`src/rtl/demux_pkg.sv`:
```
`default_nettype none
//==============================================================================
// Module   : demux_pkg
// Purpose  : Shared sizes and the per-lane storage type for the 1-to-8 byte
//            router (demux_roteador_1p8) and its lane registers (demux_lane).
// Contents : LANES, DATA_W, SEL_W, lane_t {data, valid}
// Revision : 1.0 - initial release
//==============================================================================
package demux_pkg;

   localparam int LANES  = 8;
   localparam int DATA_W = 8;
   localparam int SEL_W  = 3;

   // One output lane: the held byte plus its "unconsumed" flag.
   typedef struct packed {
      logic [DATA_W-1:0] data;
      logic              valid;
   } lane_t;

endpackage : demux_pkg
`default_nettype wire

```
`src/rtl/demux_lane.sv`:
```
`default_nettype none
//==============================================================================
// Module   : demux_lane
// Purpose  : One output lane of the router: a data register and a valid flag.
//            A load captures din and raises valid; an ack on a valid lane
//            lowers valid while the data keeps its last value. A load always
//            wins over a same-cycle ack so back-to-back bytes see no bubble.
// Ports    : clk    - rising-edge clock
//            rst_n  - asynchronous active-low reset (clears data and valid)
//            load   - capture din this edge
//            ack    - consumer takes the held byte this edge
//            din    - byte to capture
//            lane   - registered {data, valid}
// Revision : 1.0 - initial release
//==============================================================================
module demux_lane
   import demux_pkg::*;
(
   input  logic              clk,
   input  logic              rst_n,
   input  logic              load,
   input  logic              ack,
   input  logic [DATA_W-1:0] din,
   output lane_t             lane
);

   lane_t r_lane;

   always_ff @(posedge clk or negedge rst_n) begin
      if (!rst_n) begin
         r_lane.data  <= '0;
         r_lane.valid <= 1'b0;
      end else if (load) begin
         r_lane.data  <= din;
         r_lane.valid <= 1'b1;
      end else if (ack && r_lane.valid) begin
         // Data is kept on purpose; only the ownership flag drops.
         r_lane.valid <= 1'b0;
      end
   end

   assign lane = r_lane;

endmodule : demux_lane
`default_nettype wire

```
`src/rtl/demux_roteador_1p8.sv`:
```
`default_nettype none
//==============================================================================
// Module   : demux_roteador_1p8
// Purpose  : Routes a valid/ready byte stream into one of eight output lanes,
//            either by an explicit lane select or round-robin. A full target
//            lane stalls the source (round-robin never skips a full lane).
// Ports    : clk        - rising-edge clock
//            rst_n      - asynchronous active-low reset
//            din        - byte to route
//            din_valid  - din holds a byte this cycle
//            din_ready  - block accepts din this cycle (combinational)
//            sel        - explicit target lane (rr_mode = 0)
//            rr_mode    - 0: explicit sel, 1: round-robin on rr_ptr
//            dout       - eight lane registers, lane k at dout[8k+7:8k]
//            dout_valid - bit k: lane k holds an unconsumed byte
//            dout_ack   - bit k: consumer takes lane k this cycle
//            rr_ptr     - current round-robin target lane
// Revision : 1.0 - initial release
//==============================================================================
module demux_roteador_1p8
   import demux_pkg::*;
(
   input  logic                     clk,
   input  logic                     rst_n,
   input  logic [DATA_W-1:0]        din,
   input  logic                     din_valid,
   output logic                     din_ready,
   input  logic [SEL_W-1:0]         sel,
   input  logic                     rr_mode,
   output logic [LANES*DATA_W-1:0]  dout,
   output logic [LANES-1:0]         dout_valid,
   input  logic [LANES-1:0]         dout_ack,
   output logic [SEL_W-1:0]         rr_ptr
);

   logic [SEL_W-1:0] r_rr_ptr;
   logic [SEL_W-1:0] w_target;
   logic             w_transfer;
   logic [LANES-1:0] w_load;
   lane_t            w_lanes [LANES];

   // Target follows sel/rr_mode in the same cycle.
   assign w_target   = rr_mode ? r_rr_ptr : sel;

   // A lane being acked this cycle is free for a new byte on the same edge.
   assign din_ready  = ~dout_valid[w_target] | dout_ack[w_target];
   assign w_transfer = din_valid & din_ready;

   // The pointer advances only on round-robin transfers, so it is preserved
   // across explicit-mode traffic and mode switches.
   always_ff @(posedge clk or negedge rst_n) begin
      if (!rst_n) begin
         r_rr_ptr <= '0;
      end else if (w_transfer && rr_mode) begin
         r_rr_ptr <= r_rr_ptr + 3'd1;
      end
   end

   assign rr_ptr = r_rr_ptr;

   generate
      for (genvar k = 0; k < LANES; k++) begin : g_lane
         assign w_load[k] = w_transfer && (w_target == SEL_W'(k));

         demux_lane u_lane (
            .clk   (clk),
            .rst_n (rst_n),
            .load  (w_load[k]),
            .ack   (dout_ack[k]),
            .din   (din),
            .lane  (w_lanes[k])
         );

         assign dout[k*DATA_W +: DATA_W] = w_lanes[k].data;
         assign dout_valid[k]            = w_lanes[k].valid;
      end
   endgenerate

endmodule : demux_roteador_1p8
`default_nettype wire

```
`config.mk`:
```
export PLATFORM = sky130hd
export DESIGN_NAME = demux_roteador_1p8
export DESIGN_NICKNAME = d
export VERILOG_FILES = /design/src/rtl/demux_pkg.sv /design/src/rtl/demux_lane.sv /design/src/rtl/demux_roteador_1p8.sv
export SDC_FILE = /design/constraint.sdc
export NUM_CORES = 1
export LEC_CHECK = 0
export BUFFER_PORTS_ARGS = -buffer_cell sky130_fd_sc_hd__buf_2
export CAP_MARGIN = 20
export CORE_MARGIN = 8
export CORE_UTILIZATION = 45
export CTS_CLUSTER_DIAMETER = 200
export CTS_CLUSTER_SIZE = 8
export DETAILED_ROUTE_END_ITERATION = 7
export GPL_ROUTABILITY_DRIVEN = 1
export PLACE_DENSITY_LB_ADDON = 0.2
export SYNTH_ARGS = -nofsm -noshare
export SYNTH_HDL_FRONTEND = slang
export SYNTH_SLANG_ARGS = --single-unit
```
`constraint.sdc`:
```
create_clock -name clk -period 3.2 [get_ports clk]
set_input_delay 0.64 -clock clk [delete_from_list [all_inputs] [get_ports clk]]
set_output_delay 0.64 -clock clk [all_outputs]
set_load 0.01 [all_outputs]
```
==> metrics <==
outcome finished, final reports clean; top cells by area, synth dfrtp_1 (56%), mux2_4 (14%), mux2_2 (11%), buf_6 (2.0%), and2_1 (1.7%); R2R depth 5; critical path's slowest cell mux4_2; buffers and inverters on the worst path 2; CTS clk-pin slew, worst paths 70 ps; R2R Path Start rr_ptr[0]$_DFFE_PN0P_; vias in the first global route 2,315; Clock Latency Late Sink 330 ps; GRT Total Usage 15.7%; Critical Path End Type output pin; RSZ-0062 raised after global routing no; WL/cell 18.4 µm; DR pass1 iterations 4; I/O Buffers 98; Yosys reg bits between 70 and 80; num ports 99; Placeable Area 7210 µm²; synthesized netlist cell count 219; YS warnings 0; final hold slack between 400 and 500 ps; Tightest Pin Transition a little over 900 ps; TNS Setup 0 ps; final worst path period share 87.7%; R2R setup slack 600 ps; Post-CTS Resized 0; initial antenna violation count 0; H-tree depth 3; Synth area leader dfrtp_1; Hold Path Class in2async; CTS Buf Count 9; dpl ws 184 ps; Critical Path Source Type input pin; Final Hold Viols 0; FF-to-FF End g_lane[1].u_lane.lane[4]$_DFFE_PN0P_; Clock Tree Root clkbuf_8; Max Clk Rate 0.356 GHz; Slew HR 38.4%; Mapped Area 3330 µm²; min cycle time layout 2810 ps; Routed WL between 7000 and 8000 µm; Max stage delay on crit path 550 ps; Overflow after GRT 0; Placer Congestion between 0.8 and 0.9; hold_buf cts 0; DR vias/cell ~5.0; Nets 348; DR vias 2,124; P_leak 2.09 nW; DRT iter0 DRCs 92; CTS tree yes; Die H 102 µm; fin worst setup slack 394 ps; Final setup viols 0; arrival time at the worst endpoint 2170 ps; most frequent cells in the layout buf_2 (97), dfrtp_1 (75), mux2_2 (33), mux2_4 (32); layout cells sized above 1 59.5%; Most Frequent Cell on Critical Path buf_2; width of the chip 102 µm; most common cell after layout, fill and taps aside buf_2; pin count of the biggest net entering global routing 76; number of buffers on the longest clock path 2; Post-Route Skew 13.0 ps; crit-path leading delay family multiplexers; diode count 0; max-slew violations 0; share of the synthesized area in the top cell type between 50 and 60%; register area share after synthesis 56.3%; Die ar. 10,400 µm²; critical-path maximum fanout 18; total power 3.99 mW; Routed Antenna Nets 0; DRC errors left 0; first-pass GRT wire length 12,500 µm; Synth Net Count roughly 240; Yosys cell types 34; final core occ 56.9%; Post-Syn Area per Cell 15.2 µm²; Rows 31; initial core utilization 46.2%; Num Clock Sinks 75; WS Path Type in2out; Post-CTS Setup Inserts 0; max-cap violations 0; Critical Path RT 2560 ps; Area Overhead vs Synth 23.2%; worst-path cell chain buf_2, nor2b_4, a21oi_2, mux4_2, nand4_1, and2_1, buf_2; maximum vdd ir drop 0.000447 V; post-DP HPWL 5860 µm; cell area power density around 970 nW/µm²
-- cell usage after synthesis (all sizes together) --
master,n
dfrtp,75
o21ai,2
mux4,2
buf,10
a32o,2
nor2b,1
o21bai,1
and2,9
a31oi,2
mux2i,2
a21boi,1
a41oi,1
o32ai,1
mux2,65
a21oi,3
clkbuf,1
a22oi,1
and3,1
or2b,4
xnor2,2
or4b,1
nand3,3
nand4,3
o22ai,1
a21o,9
nor2,2
nand2,4
ha,1
inv,9
-- state kept, by name, summed over array words and instances (netlist names) --
name and cells:
g_lane.u_lane.lane 72, rr_ptr 3
-- per-stage QoR --
stage / instance area [µm²] / instances
after floorplan: 3330 / 219
after global placement: 3890 / 412
after detailed placement: 3890 / 412
after CTS: 4100 / 427
after global routing: 4100 / 427
final: 4100 / 427
-- area by class of cell --
type                            instances  area, µm²
Fill cell                             655       3110
Sequential cell                        75       1880
Multi-Input combinational cell        124       1310
Timing Repair Buffer                  105        546
Clock buffer                            9        124
Tap cell                               99        124
Clock inverter                          6       90.1
Inverter                                9       33.8
-- worst max-delay path by stage --
stage / from / cells past startpoint / slack (ps) / end
2_1_floorplan: rr_mode / 8 / 770 / g_lane[0].u_lane.lane[1]$_DFFE_PN0P_
3_3_place_gp: rr_mode / 7 / 240 / g_lane[1].u_lane.lane[1]$_DFFE_PN0P_
3_5_place_dp: rr_mode / 7 / 180 / g_lane[1].u_lane.lane[7]$_DFFE_PN0P_
4_1_cts: rr_mode / 7 / 390 / din_ready
5_1_grt: rr_mode / 7 / 300 / din_ready
6_report: rr_mode / 7 / 390 / din_ready
-- cells by family (layout without fill, tap and decap cells) --
group / count (synthesis) / in the layout / synth area share (%)
compound gates: 24 / 24 / 5.56
xor+xnor: 2 / 2 / 0.526
fa+ha+maj: 1 / 1 / 0.376
buf+inv: 20 / 129 / 4.36
flops: 75 / 75 / 56.3
mux: 69 / 69 / 27.5
simple gates: 28 / 28 / 5.30
-- report_power, final --
| group | switching [mW] | internal (mW) |
|---|---|---|
| Clock | 0.337 | 0.437 |
| Sequential | 0.288 | 1.39 |
| Combinational | 0.681 | 0.856 |
-- worst register-to-register path: cells and delay by family (launching register included) --
kind,cells,cell delay [ps]
mux,2,900
flops,1,520
simple gates,1,540
compound gates,2,520
-- routing by layer --
metal,track usage (%),routed length [µm],vias to the layer above
li1,-,-,986
met1,20.2,3560,1076
met2,25.0,3730,55
met3,4.36,490,7
met4,4.74,72,0
met5,0,0,-
Note: power is estimated with default switching activity, not from simulation.
